<file path="config.mk">
export PLATFORM = sky130hd
export DESIGN_NAME = wb_scoreboard
export DESIGN_NICKNAME = d
export VERILOG_FILES = /design/src/rtl/wb_scoreboard_pkg.sv /design/src/rtl/wb_scoreboard_sb_counter.sv /design/src/rtl/wb_scoreboard.sv
export SDC_FILE = /design/constraint.sdc
export NUM_CORES = 1
export LEC_CHECK = 0
export CAP_MARGIN = 10
export CORE_MARGIN = 5
export CORE_UTILIZATION = 40
export CTS_BUF_LIST = sky130_fd_sc_hd__clkbuf_8
export CTS_CLUSTER_SIZE = 30
export DETAILED_ROUTE_END_ITERATION = 16
export PLACE_DENSITY = 0.68
export SLEW_MARGIN = 30
export SYNTH_ARGS = -nofsm -noshare
export SYNTH_HDL_FRONTEND = slang
export SYNTH_SLANG_ARGS = --single-unit
</file>
<file path="constraint.sdc">
create_clock -name clk -period 3.8 [get_ports clk]
set_input_delay 0.76 -clock clk [delete_from_list [all_inputs] [get_ports clk]]
set_output_delay 0.76 -clock clk [all_outputs]
set_load 0.05 [all_outputs]
</file>
<file path="src/rtl/wb_scoreboard_pkg.sv">
// rtl/wb_scoreboard_pkg.sv - shared register-index types and scoreboard sizing
package wb_scoreboard_pkg;

   localparam int NUM_REGS     = 16;
   localparam int IDX_W        = $clog2(NUM_REGS);
   localparam int SB_CNT_W     = 2;
   localparam int DRAIN_CYCLES = 3;
   localparam int DRAIN_W      = (DRAIN_CYCLES > 1) ? $clog2(DRAIN_CYCLES) : 1;

   typedef logic [IDX_W-1:0] reg_idx_t;

   typedef enum logic {
      SB_RUN   = 1'b0,
      SB_DRAIN = 1'b1
   } sb_state_t;

endpackage

</file>
<file path="src/rtl/wb_scoreboard_sb_counter.sv">
// rtl/wb_scoreboard_sb_counter.sv - per-register in-flight write counter
module sb_counter #(
   parameter int W = 2
) (
   input  logic clk,
   input  logic rst_async_n,
   input  logic inc_i,
   input  logic dec_i,
   input  logic clr_i,
   output logic sat_o,
   output logic zero_o
);

   logic [W-1:0] cnt_q;
   logic [W-1:0] cnt_d;

   assign sat_o  = (cnt_q == {W{1'b1}});
   assign zero_o = (cnt_q == '0);

   // Overflow/underflow are refused here so a misbehaving caller cannot wrap the count.
   always_comb begin
      cnt_d = cnt_q;
      if (clr_i) begin
         cnt_d = '0;
      end else if (inc_i && !dec_i && !sat_o) begin
         cnt_d = cnt_q + 1'b1;
      end else if (dec_i && !inc_i && !zero_o) begin
         cnt_d = cnt_q - 1'b1;
      end
   end

   always_ff @(posedge clk or negedge rst_async_n) begin
      if (!rst_async_n) begin
         cnt_q <= '0;
      end else begin
         cnt_q <= cnt_d;
      end
   end

endmodule

</file>
<file path="src/rtl/wb_scoreboard.sv">
// rtl/wb_scoreboard.sv - in-flight write scoreboard gating issue on RAW/saturation hazards
module wb_scoreboard
   import wb_scoreboard_pkg::*;
(
   input  logic                clk,
   input  logic                rst_async_n,
   input  logic                issue_valid,
   input  logic                issue_use_rs1,
   input  logic [IDX_W-1:0]    issue_rs1,
   input  logic                issue_use_rs2,
   input  logic [IDX_W-1:0]    issue_rs2,
   input  logic                issue_wr_rd,
   input  logic [IDX_W-1:0]    issue_rd,
   output logic                issue_ready,
   input  logic                wb_write_en,
   input  logic [IDX_W-1:0]    wb_write_index,
   input  logic                wb_write_pc_en,
   output logic [NUM_REGS-1:0] pending,
   output logic                draining,
   output logic [15:0]         stall_cycles,
   output logic                underflow_err
);

   sb_state_t          state_q;
   logic [DRAIN_W-1:0] drain_q;
   logic [15:0]        stall_q, stall_d;
   logic               underflow_q, underflow_d;

   logic [NUM_REGS-1:0] zero_vec, sat_vec, inc_vec, dec_vec;
   logic                redirect, accept, retire, same_reg_pair;
   logic                rs1_busy, rs2_busy, rd_full;

   for (genvar i = 0; i < NUM_REGS; i++) begin : g_cnt
      sb_counter #(.W(SB_CNT_W)) u_cnt (
         .clk         (clk),
         .rst_async_n (rst_async_n),
         .inc_i       (inc_vec[i]),
         .dec_i       (dec_vec[i]),
         .clr_i       (redirect),
         .sat_o       (sat_vec[i]),
         .zero_o      (zero_vec[i])
      );
   end

   // Hazards look only at registered counts: a retire this cycle does not unblock issue until next.
   always_comb begin
      rs1_busy    = issue_use_rs1 && !zero_vec[issue_rs1];
      rs2_busy    = issue_use_rs2 && !zero_vec[issue_rs2];
      rd_full     = issue_wr_rd && sat_vec[issue_rd];
      issue_ready = (state_q == SB_RUN) && !rs1_busy && !rs2_busy && !rd_full;
   end

   always_comb begin
      inc_vec       = '0;
      dec_vec       = '0;
      redirect      = (state_q == SB_RUN) && wb_write_pc_en;
      accept        = issue_valid && issue_ready && issue_wr_rd && !redirect;
      retire        = (state_q == SB_RUN) && wb_write_en && !wb_write_pc_en;
      same_reg_pair = accept && retire && (issue_rd == wb_write_index);
      if (accept && !same_reg_pair) inc_vec[issue_rd] = 1'b1;
      if (retire && !same_reg_pair) dec_vec[wb_write_index] = 1'b1;

      underflow_d = underflow_q;
      if (retire && !same_reg_pair && zero_vec[wb_write_index]) underflow_d = 1'b1;

      stall_d = stall_q;
      if (issue_valid && !issue_ready && (stall_q != 16'hFFFF)) stall_d = stall_q + 16'd1;
   end

   always_ff @(posedge clk or negedge rst_async_n) begin
      if (!rst_async_n) begin
         state_q     <= SB_RUN;
         drain_q     <= '0;
         stall_q     <= '0;
         underflow_q <= 1'b0;
      end else begin
         stall_q     <= stall_d;
         underflow_q <= underflow_d;
         case (state_q)
            SB_RUN: begin
               if (wb_write_pc_en) begin
                  state_q <= SB_DRAIN;
                  drain_q <= DRAIN_W'(DRAIN_CYCLES - 1);
               end
            end
            SB_DRAIN: begin
               if (drain_q == '0) begin
                  state_q <= SB_RUN;
               end else begin
                  drain_q <= drain_q - 1'b1;
               end
            end
            default: state_q <= SB_RUN;
         endcase
      end
   end

   assign pending       = ~zero_vec;
   assign draining      = (state_q == SB_DRAIN);
   assign stall_cycles  = stall_q;
   assign underflow_err = underflow_q;

endmodule
</file>
==> results.cfg, run 1 <==
[status]
status = completed

[power]
p_leak_nw = 1.921
power_w = 0.001713
power_density_mw_per_mm2 = 370.6
ir_drop_uv = 293.9

[worst_setup_path]
startpoint = issue_rs1[0]
r2r_start = g_cnt[10].u_cnt.cnt_q[0]$_DFFE_PN0P_
end_kind = output port
critPathRequiredTime_ps = 3040
cp-start-kind = input pin
criticalPathCategory = input pin to output port
r2r_slack_ps = 550
worstPathArrival_ps = 2910
reg2reg_depth = 10
r2r_end = g_cnt[8].u_cnt.cnt_q[0]$_DFFE_PN0P_
worstPathMaxFanout = 4

[finish]
final_area_sq_mm = 0.004623
final_common_cell = clkdlybuf4s50_1
fin_nets = 517
most-common-layout-cells = clkdlybuf4s50_1 (55), dfrtp_1 (52), nand2_1 (48)
final_cell_count_no_fill = 603
area_growth_syn_to_layout_pct = 24.96
drive_gt1_share_pct = 14.23
fin_util_pct = 50.76
antenna_cells = 0

[floorplan]
initial_utilization_pct = 40.62
die_height_microns = 106.2
die_w_microns = 106.2
io_pins = 59
core_sq_mm = 0.009109
fp-row-count = 35
dieArea_sq_mm = 0.01127

[logic_synthesis]
synth_ff_type = dfrtp_1
ys_warn_count = 0
synth_area_sq_mm = 0.003700
seq_area_frac_synth_pct = 35.17
synth_cell_type_count = 69
synth_cells = 424
syn_nets = 450
synth_edf_count = 0
syn_area_per_cell_sq_um = 8.726
ys_ff_latch = 52
synth-async-reset-ratio_pct = 100.0

[detailed_routing]
wl_met1_microns = 5080
wire_per_inst_microns = 19.47
vias_per_cell = 6.113
dr.max_layer_used = met4
routed-wl-met3_microns = 741
drc = 0
dr_wl_met2_microns = 5587
drt-total-wl_microns = 11740
first_iter_violations = 282
drt_pre_antenna_iters = 5
ant_nets = 0
num_vias = 3686

[run]
max_cap_violations = 0

[global_route]
grt_util_all_layers_pct = 21.08
grt-ovfl-total = 0
grt_first_pass_wirelength_microns = 19200
grt_pass1_vias = 3631
grt_max_degree = 35
antenna_found_initial = 0

[min_path]
hold-path-endpoint = stall_cycles[6]$_DFFE_PN0P_
whs_path_depth = 1
hp-start = stall_cycles[6]$_DFFE_PN0P_
hold_class = register to register

[clock_tree]
clkLatencyLatePin_ps = 320
cts.sinks = 52
htree_levels = 2
cts.clk_slew.worst_paths_ps = 110
ctsHoldBuffers = 0
cts_setup_buffers = 0
clockBufferDepth = 2
cts_made_buffers = 5
ctsRootBufferMaster = clkbuf_8
cts_tree = built

[sta]
layout_min_cycle_time_ps = 3674
fin_crit_sh_pct = 96.69
final_max_slew_viol_count = 0
setup_viol = 0
skew_ps = 9.609
fmax_ghz = 0.2722
holdWs_ps = 496.7
finalHoldViolCount = 0
worst_pin_slew_ps = 830.7
relSlewSlack_pct = 44.49
rsz0062_at_grt = no

[place]
io_buffers = 58
gp_congestion = 1.012
dpl_cell_area_sq_mm = 0.004522
dpl.hpwl_microns = 9036
dp.cells = 595
==> cell families after synthesis <==
kind of cell / count (synthesis) / synth area share [%]
AOI/OAI and AO/OA: 99 / 19.48
xor gates and xnor gates: 20 / 4.735
adders and majority gates: 2 / 0.6763
buffers and inverters: 50 / 5.445
DFF: 52 / 35.17
muxes: 14 / 7.880
and+or+nand+nor: 187 / 26.62
==> Yosys cell counts (all sizes together) (4+ instances only) <==
| cell type | instances | area [sq um] |
|---|---|---|
| dfrtp | 52 | 1301 |
| nand2 | 48 | 180.2 |
| nor2 | 45 | 168.9 |
| a21oi | 25 | 128.9 |
| inv | 25 | 93.84 |
| nor3 | 18 | 90.09 |
| nand3 | 17 | 97.60 |
| clkbuf | 15 | 57.55 |
| xor2 | 14 | 122.6 |
| o31ai | 13 | 97.59 |
| mux4 | 12 | 270.3 |
| nor4 | 11 | 100.1 |
| buf | 10 | 50.05 |
| nand2b | 8 | 52.55 |
| o21ai | 8 | 40.03 |
| or4 | 7 | 56.30 |
| a31oi | 6 | 37.54 |
| nand4 | 6 | 37.54 |
| xnor2 | 6 | 52.55 |
| nor2b | 5 | 31.28 |
| and3 | 4 | 25.02 |
| nor4b | 4 | 41.29 |
| o22ai | 4 | 25.02 |
| o32ai | 4 | 35.03 |
| or2 | 4 | 27.53 |
==> stage by stage <==
step / worst slack, ps / setup TNS, ps
after floorplan: 137.2 / 0
after global placement: 49.44 / 0
after detailed placement: -21.29 / -30.77
after CTS: 95.18 / 0
after global routing: 26.26 / 0
final: 125.8 / 0
==> registers in the layout (all words and copies together) (netlist names) <==
register           flops
draining               1
drain_q                2
underflow_err          1
stall_cycles          16
g_cnt.u_cnt.cnt_q     32
==> final cells by class <==
cell class | count | area, sq um
clock inverters | 3 | 25.02
fillers | 879 | 4486
clock buffers | 5 | 68.82
well taps | 111 | 138.9
inverters | 25 | 93.84
flip-flops and latches | 52 | 1301
repair buffers | 85 | 790.8
multi-input cells | 322 | 2205
==> timing repair <==
| action | CTS | global route |
|---|---|---|
| endpoints found under the setup margin | 0 | 1 |
| hold endpoints to repair | 0 | 0 |
| resized for setup | 0 | 2 |
==> how the worst max path moves through the flow <==
stage | end | slack [ps] | cells after the start
2_1_floorplan | issue_ready | 140 | 7
3_3_place_gp | g_cnt[9].u_cnt.cnt_q[0]$_DFFE_PN0P_ | 50 | 8
3_5_place_dp | g_cnt[10].u_cnt.cnt_q[1]$_DFFE_PN0P_ | -20 | 8
4_1_cts | issue_ready | 100 | 7
5_1_grt | issue_ready | 30 | 7
6_report | issue_ready | 130 | 7
==> where the power goes <==
part	internal, W	switching, W	total [W]
logic	0.000243	0.000438	0.000681
clock network	0.000135	0.000212	0.000347
registers	0.000609	0.0000769	0.000685
total	0.000986	0.000727	0.00171
==> critical path: stages <==
cell and delay [ps]:
clkdlybuf4s50_1 510, mux4_2 530, o211a_1 260, a211oi_4 390, nand3_4 160, nor2_4 160
buf_12 150
==> per-layer routing <==
| layer | GRT usage, % | up-vias |
|---|---|---|
| li1 | - | 1706 |
| met1 | 28.28 | 1815 |
| met4 | 7.401 | 0 |
| met2 | 34.57 | 141 |
| met5 | 0 | - |
| met3 | 3.279 | 24 |
(Power assumes the default switching activity.)
==> run 2, diff against run 1 <==
--- a/config.mk
+++ b/config.mk
@@ -6,12 +6,12 @@
 export NUM_CORES = 1
 export LEC_CHECK = 0
 export CAP_MARGIN = 10
-export CORE_MARGIN = 5
 export CORE_UTILIZATION = 40
 export CTS_BUF_LIST = sky130_fd_sc_hd__clkbuf_8
 export CTS_CLUSTER_SIZE = 30
 export DETAILED_ROUTE_END_ITERATION = 16
 export PLACE_DENSITY = 0.68
+export SKIP_CTS_REPAIR_TIMING = 1
 export SLEW_MARGIN = 30
 export SYNTH_ARGS = -nofsm -noshare
 export SYNTH_HDL_FRONTEND = slang
==> run 2 against run 1 <==
Cell area decreased by 0.19%. Sequential power up 0.6%. The flow now finishes with violations (design-rule violations). First-iteration DRC count is 5.0% higher. Largest power group unchanged.
==> results.cfg, run 2 (synthesized netlist as in run 1, its figures left out) <==
[global_route]
antenna_found_initial = 0
grt-ovfl-total = 0
grt_util_all_layers_pct = 24.60
grt_first_pass_wirelength_microns = 18770
grt_pass1_vias = 3633
grt_max_degree = 28

[detailed_routing]
vias_per_cell = 6.108
num_vias = 3665
drt-total-wl_microns = 11380
drc = 2
wire_per_inst_microns = 18.97
drt_pre_antenna_iters = 14
first_iter_violations = 296
ant_nets = 0

[clock_tree]
clockBufferDepth = 2
cts.sinks = 52
cts_tree = built
clkLatencyLatePin_ps = 320
htree_levels = 2
ctsRootBufferMaster = clkbuf_8
cts.clk_slew.worst_paths_ps = 100
cts_made_buffers = 5

[finish]
fin_nets = 517
regMostFlops = g_cnt.u_cnt.cnt_q
antenna_cells = 0
fill_cells = 829
area_growth_syn_to_layout_pct = 24.72
most-common-layout-cells = clkdlybuf4s50_1 (55), dfrtp_1 (52), nand2_1 (48)
largest_reg_flops = 32
drive_gt1_share_pct = 14.02
seq_area_sq_mm = 0.001301
multiInputGateArea_sq_mm = 0.002200
final_common_cell = clkdlybuf4s50_1

[worst_setup_path]
crit_chain = clkdlybuf4s50_1, mux4_2, o211a_1, a211oi_4, nand3_4, nor2_2, buf_12
cp-start-kind = input pin
startpoint = issue_rs1[0]
slowest_delay_ps = 530
cp_top_family = buffers and inverters
path_buf_inv = 2
cpMaxStageDelayCell = clkdlybuf4s50_1
worstPathMaxFanout = 3
r2r_start = g_cnt[2].u_cnt.cnt_q[0]$_DFFE_PN0P_
critPathRequiredTime_ps = 3040
end_kind = output port
criticalPathCategory = input pin to output port
worstPathArrival_ps = 2940

[power]
p_leak_nw = 1.923
power_w = 0.001707
ir_drop_uv = 530.1
power_density_mw_per_mm2 = 369.9

[sta]
relSlewSlack_pct = 48.25
finalWorstSetupSlack_ps = 103.8
skew_ps = 11.66
fmax_ghz = 0.2705
layout_min_cycle_time_ps = 3696
worst_pin_slew_ps = 774.4
rsz0062_at_grt = no
finalHoldViolCount = 0
setup_viol = 0
fin_tns_setup_ps = 0
fin_crit_sh_pct = 97.27
holdWs_ps = 433.8
final_max_slew_viol_count = 0

[status]
failed_checks = design-rule violations
status = finished, violations left

[floorplan]
dieArea_sq_mm = 0.009638
initial_utilization_pct = 41.81
core_sq_mm = 0.008848
die_w_microns = 98.18
io_pins = 59
fp-row-count = 34
die_height_microns = 98.18

[place]
dp_slack_ps = 46.90
gp_congestion = 0.9567
dpl.hpwl_microns = 8558
io_buffers = 58

[min_path]
hold_class = input pin to async pin

[run]
max_cap_violations = 0
-- run 2: cell types whose count changed in the layout (fill, tap and decap cells not counted) --
cell and change:
inv_6 -2, clkbuf_8 +1, inv_1 +1, nor2_2 +1, nor2_4 -1
-- run 2: final timing paths --
| check | endpoint | slack [ps] | cells past startpoint |
|---|---|---|---|
| setup / recovery | issue_ready | 100 | 7 |
| min in group clk | stall_cycles[11]$_DFFE_PN0P_ | 490 | 1 |
| hold reg to reg | stall_cycles[11]$_DFFE_PN0P_ | 490 | 1 |
| hold / removal | g_cnt[5].u_cnt.cnt_q[1]$_DFFE_PN0P_ | 430 | 1 |
| max in group asynchronous | g_cnt[9].u_cnt.cnt_q[1]$_DFFE_PN0P_ | 2600 | 2 |
| setup reg to reg | g_cnt[8].u_cnt.cnt_q[0]$_DFFE_PN0P_ | 600 | 10 |
-- run 2: cell type report --
class,count,area share (%)
clock buffers,6,1.790
flip-flops and latches,52,28.20
well taps,108,2.928
multi-input cells,322,47.67
inverters,25,2.034
clock inverters,2,0.2440
repair buffers,85,17.14
-- run 2: through the flow --
stage | utilization (%) | instance area [sq um] | cells
after global routing | 52.15 | 4614 | 600
after detailed placement | 51.06 | 4518 | 592
after global placement | 51.06 | 4518 | 592
after CTS | 52.12 | 4612 | 600
final | 52.15 | 4614 | 600
after floorplan | - | 3702 | 424
-- run 2: report_power, final --
| part | total, W | internal, W | switching, W |
|---|---|---|---|
| logic | 0.000674 | 0.000237 | 0.000437 |
| clock network | 0.000344 | 0.000146 | 0.000198 |
| registers | 0.000689 | 0.000609 | 0.0000801 |
-- run 2: per-layer routing --
metal / track usage [%] / part of all wire, % / up-vias / wire (microns)
met1: 32.57 / 42 / 1732 / 4792
met4: 10.10 / 2.6 / 0 / 298
li1: - / - / 1699 / -
met2: 39.87 / 47 / 204 / 5320
met3: 4.438 / 8.5 / 30 / 968
met5: 0 / 0 / - / 0
-- run 2: worst reg2reg max path, delay by kind of cell, from the launching register on --
kind	cells	cell delay (ps)
flip-flops	1	440
AND/OR/NAND/NOR	4	1180
multiplexers	1	470
buffers and inverters	2	300
AO/OA/AOI/OAI	3	760
==> run 3, diff against run 2 <==
--- a/config.mk
+++ b/config.mk
@@ -6,6 +6,7 @@
 export NUM_CORES = 1
 export LEC_CHECK = 0
 export CAP_MARGIN = 10
+export CORE_MARGIN = 4
 export CORE_UTILIZATION = 40
 export CTS_BUF_LIST = sky130_fd_sc_hd__clkbuf_8
 export CTS_CLUSTER_SIZE = 30
==> run 3 against run 2 <==
The run now ends clean. Clock skew down 3.3 ps. Die area up 13%. Setup slack better by 72 ps. Critical path depth unchanged. Non-clock buffer count up 1. Utilization up 0.057 points. First-iteration DRC count up 12%. Sequential share of layout area about the same. Clock-buffer cell count down 1. Routed wire length down 1.5%. Worst hold slack better by 59 ps. Critical endpoint unchanged.
==> results.cfg, run 3 (synthesized netlist as in run 1, its figures left out) <==
[clock_tree]
cts.sinks = 52
htree_levels = 2
ctsRootBufferMaster = clkbuf_8
clkLatencyLatePin_ps = 310
cts_made_buffers = 5
cts.clk_slew.worst_paths_ps = 100
cts_tree = built
clockBufferDepth = 2

[finish]
drive_gt1_share_pct = 14.20
area_growth_syn_to_layout_pct = 24.86
regMostFlops = g_cnt.u_cnt.cnt_q
final_common_cell = clkdlybuf4s50_1
most-common-layout-cells = clkdlybuf4s50_1 (56), dfrtp_1 (52), nand2_1 (48)
fill_cells = 838
fin_nets = 518
final_cell_count_no_fill = 601
antenna_cells = 0
largest_reg_flops = 32

[global_route]
grt_max_degree = 38
grt_pass1_vias = 3601
grt_util_all_layers_pct = 21.10
antenna_found_initial = 0
grt-ovfl-total = 0
grt_first_pass_wirelength_microns = 18640

[sta]
skew_ps = 8.355
final_max_slew_viol_count = 0
rsz0062_at_grt = no
fin_tns_setup_ps = 0
fin_crit_sh_pct = 95.37
holdWs_ps = 492.7
layout_min_cycle_time_ps = 3624
worst_pin_slew_ps = 825.8
setup_viol = 0
finalHoldViolCount = 0
relSlewSlack_pct = 44.95
fmax_ghz = 0.2759

[status]
status = completed

[detailed_routing]
drt_pre_antenna_iters = 5
drt-total-wl_microns = 11210
first_iter_violations = 332
drc = 0
vias_per_cell = 6.103
ant_nets = 0
wire_per_inst_microns = 18.66
num_vias = 3668

[worst_setup_path]
cpMaxStageDelayCell = mux4_2
startpoint = issue_rs1[0]
r2r_start = g_cnt[2].u_cnt.cnt_q[0]$_DFFE_PN0P_
worstPathArrival_ps = 2860
crit_chain = clkdlybuf4s50_1, mux4_2, o211a_1, a211oi_4, nand3_4, nor2_4, buf_12
worstPathMaxFanout = 3
criticalPathCategory = input pin to output port
cp-start-kind = input pin
critPathRequiredTime_ps = 3040
slowest_delay_ps = 530
end_kind = output port

[min_path]
hold_class = register to register
hp-start = underflow_err$_DFFE_PN0P_

[floorplan]
die_height_microns = 104.2
dieArea_sq_mm = 0.01085
core_sq_mm = 0.008848
initial_utilization_pct = 41.81
die_w_microns = 104.2
fp-row-count = 34
io_pins = 59

[power]
ir_drop_uv = 524.1
p_leak_nw = 1.917
power_density_mw_per_mm2 = 364.4

[place]
io_buffers = 58
dpl.hpwl_microns = 8608
dp.cells = 593
gp_congestion = 0.9659

[run]
max_cap_violations = 0
-- run 3: routing by layer --
metal	part of all wire (%)	vias up	routed length (microns)	track usage, %
met2	47	187	5258	33.98
met3	8.6	17	961	4.655
met1	43	1759	4801	28.62
met5	0	-	0	0
li1	-	1705	-	-
met4	1.7	0	191	5.983
-- run 3: through the flow --
stage | worst slack, ps | power [W] | area [sq um] | utilization (%)
finish | 175.9 | 0.001683 | 4619 | 52.21
global route | 46.38 | 0.001784 | 4619 | 52.21
global placement | 71.41 | 0.001351 | 4526 | 51.15
CTS | 125.5 | 0.001686 | 4614 | 52.15
detailed placement | 46.85 | 0.001363 | 4526 | 51.15
floorplan | 137.2 | 0.001107 | 3702 | -
-- run 3: worst max-delay path, delay by kind of cell --
family / cells / cell delay, ps
buf+inv: 2 / 670
compound gates: 2 / 600
mux: 1 / 530
simple gates: 2 / 310
-- run 3: worst paths after layout --
kind | slack [ps] | end | cells after the start
worst max-delay path | 180 | issue_ready | 7
worst min-delay path | 490 | underflow_err$_DFFE_PN0P_ | 1
worst max register to register | 540 | g_cnt[9].u_cnt.cnt_q[1]$_DFFE_PN0P_ | 10
worst min register to register | 490 | underflow_err$_DFFE_PN0P_ | 1
max in group asynchronous | 2520 | g_cnt[1].u_cnt.cnt_q[0]$_DFFE_PN0P_ | 2
min in group asynchronous | 530 | stall_cycles[15]$_DFFE_PN0P_ | 1
-- run 3: area by class of cell --
| type | instances | area [sq um] | area share [%] |
|---|---|---|---|
| clock buffers | 5 | 68.82 | 1.490 |
| clock inverters | 3 | 20.02 | 0.4334 |
| well taps | 108 | 135.1 | 2.925 |
| repair buffers | 86 | 795.8 | 17.23 |
| multi-input cells | 322 | 2205 | 47.72 |
| flip-flops and latches | 52 | 1301 | 28.17 |
| inverters | 25 | 93.84 | 2.031 |
-- run 3: where the power goes --
group | internal (W) | switching (W)
Combinational | 0.000238 | 0.000435
Sequential | 0.000608 | 0.0000799
Clock | 0.000129 | 0.000192
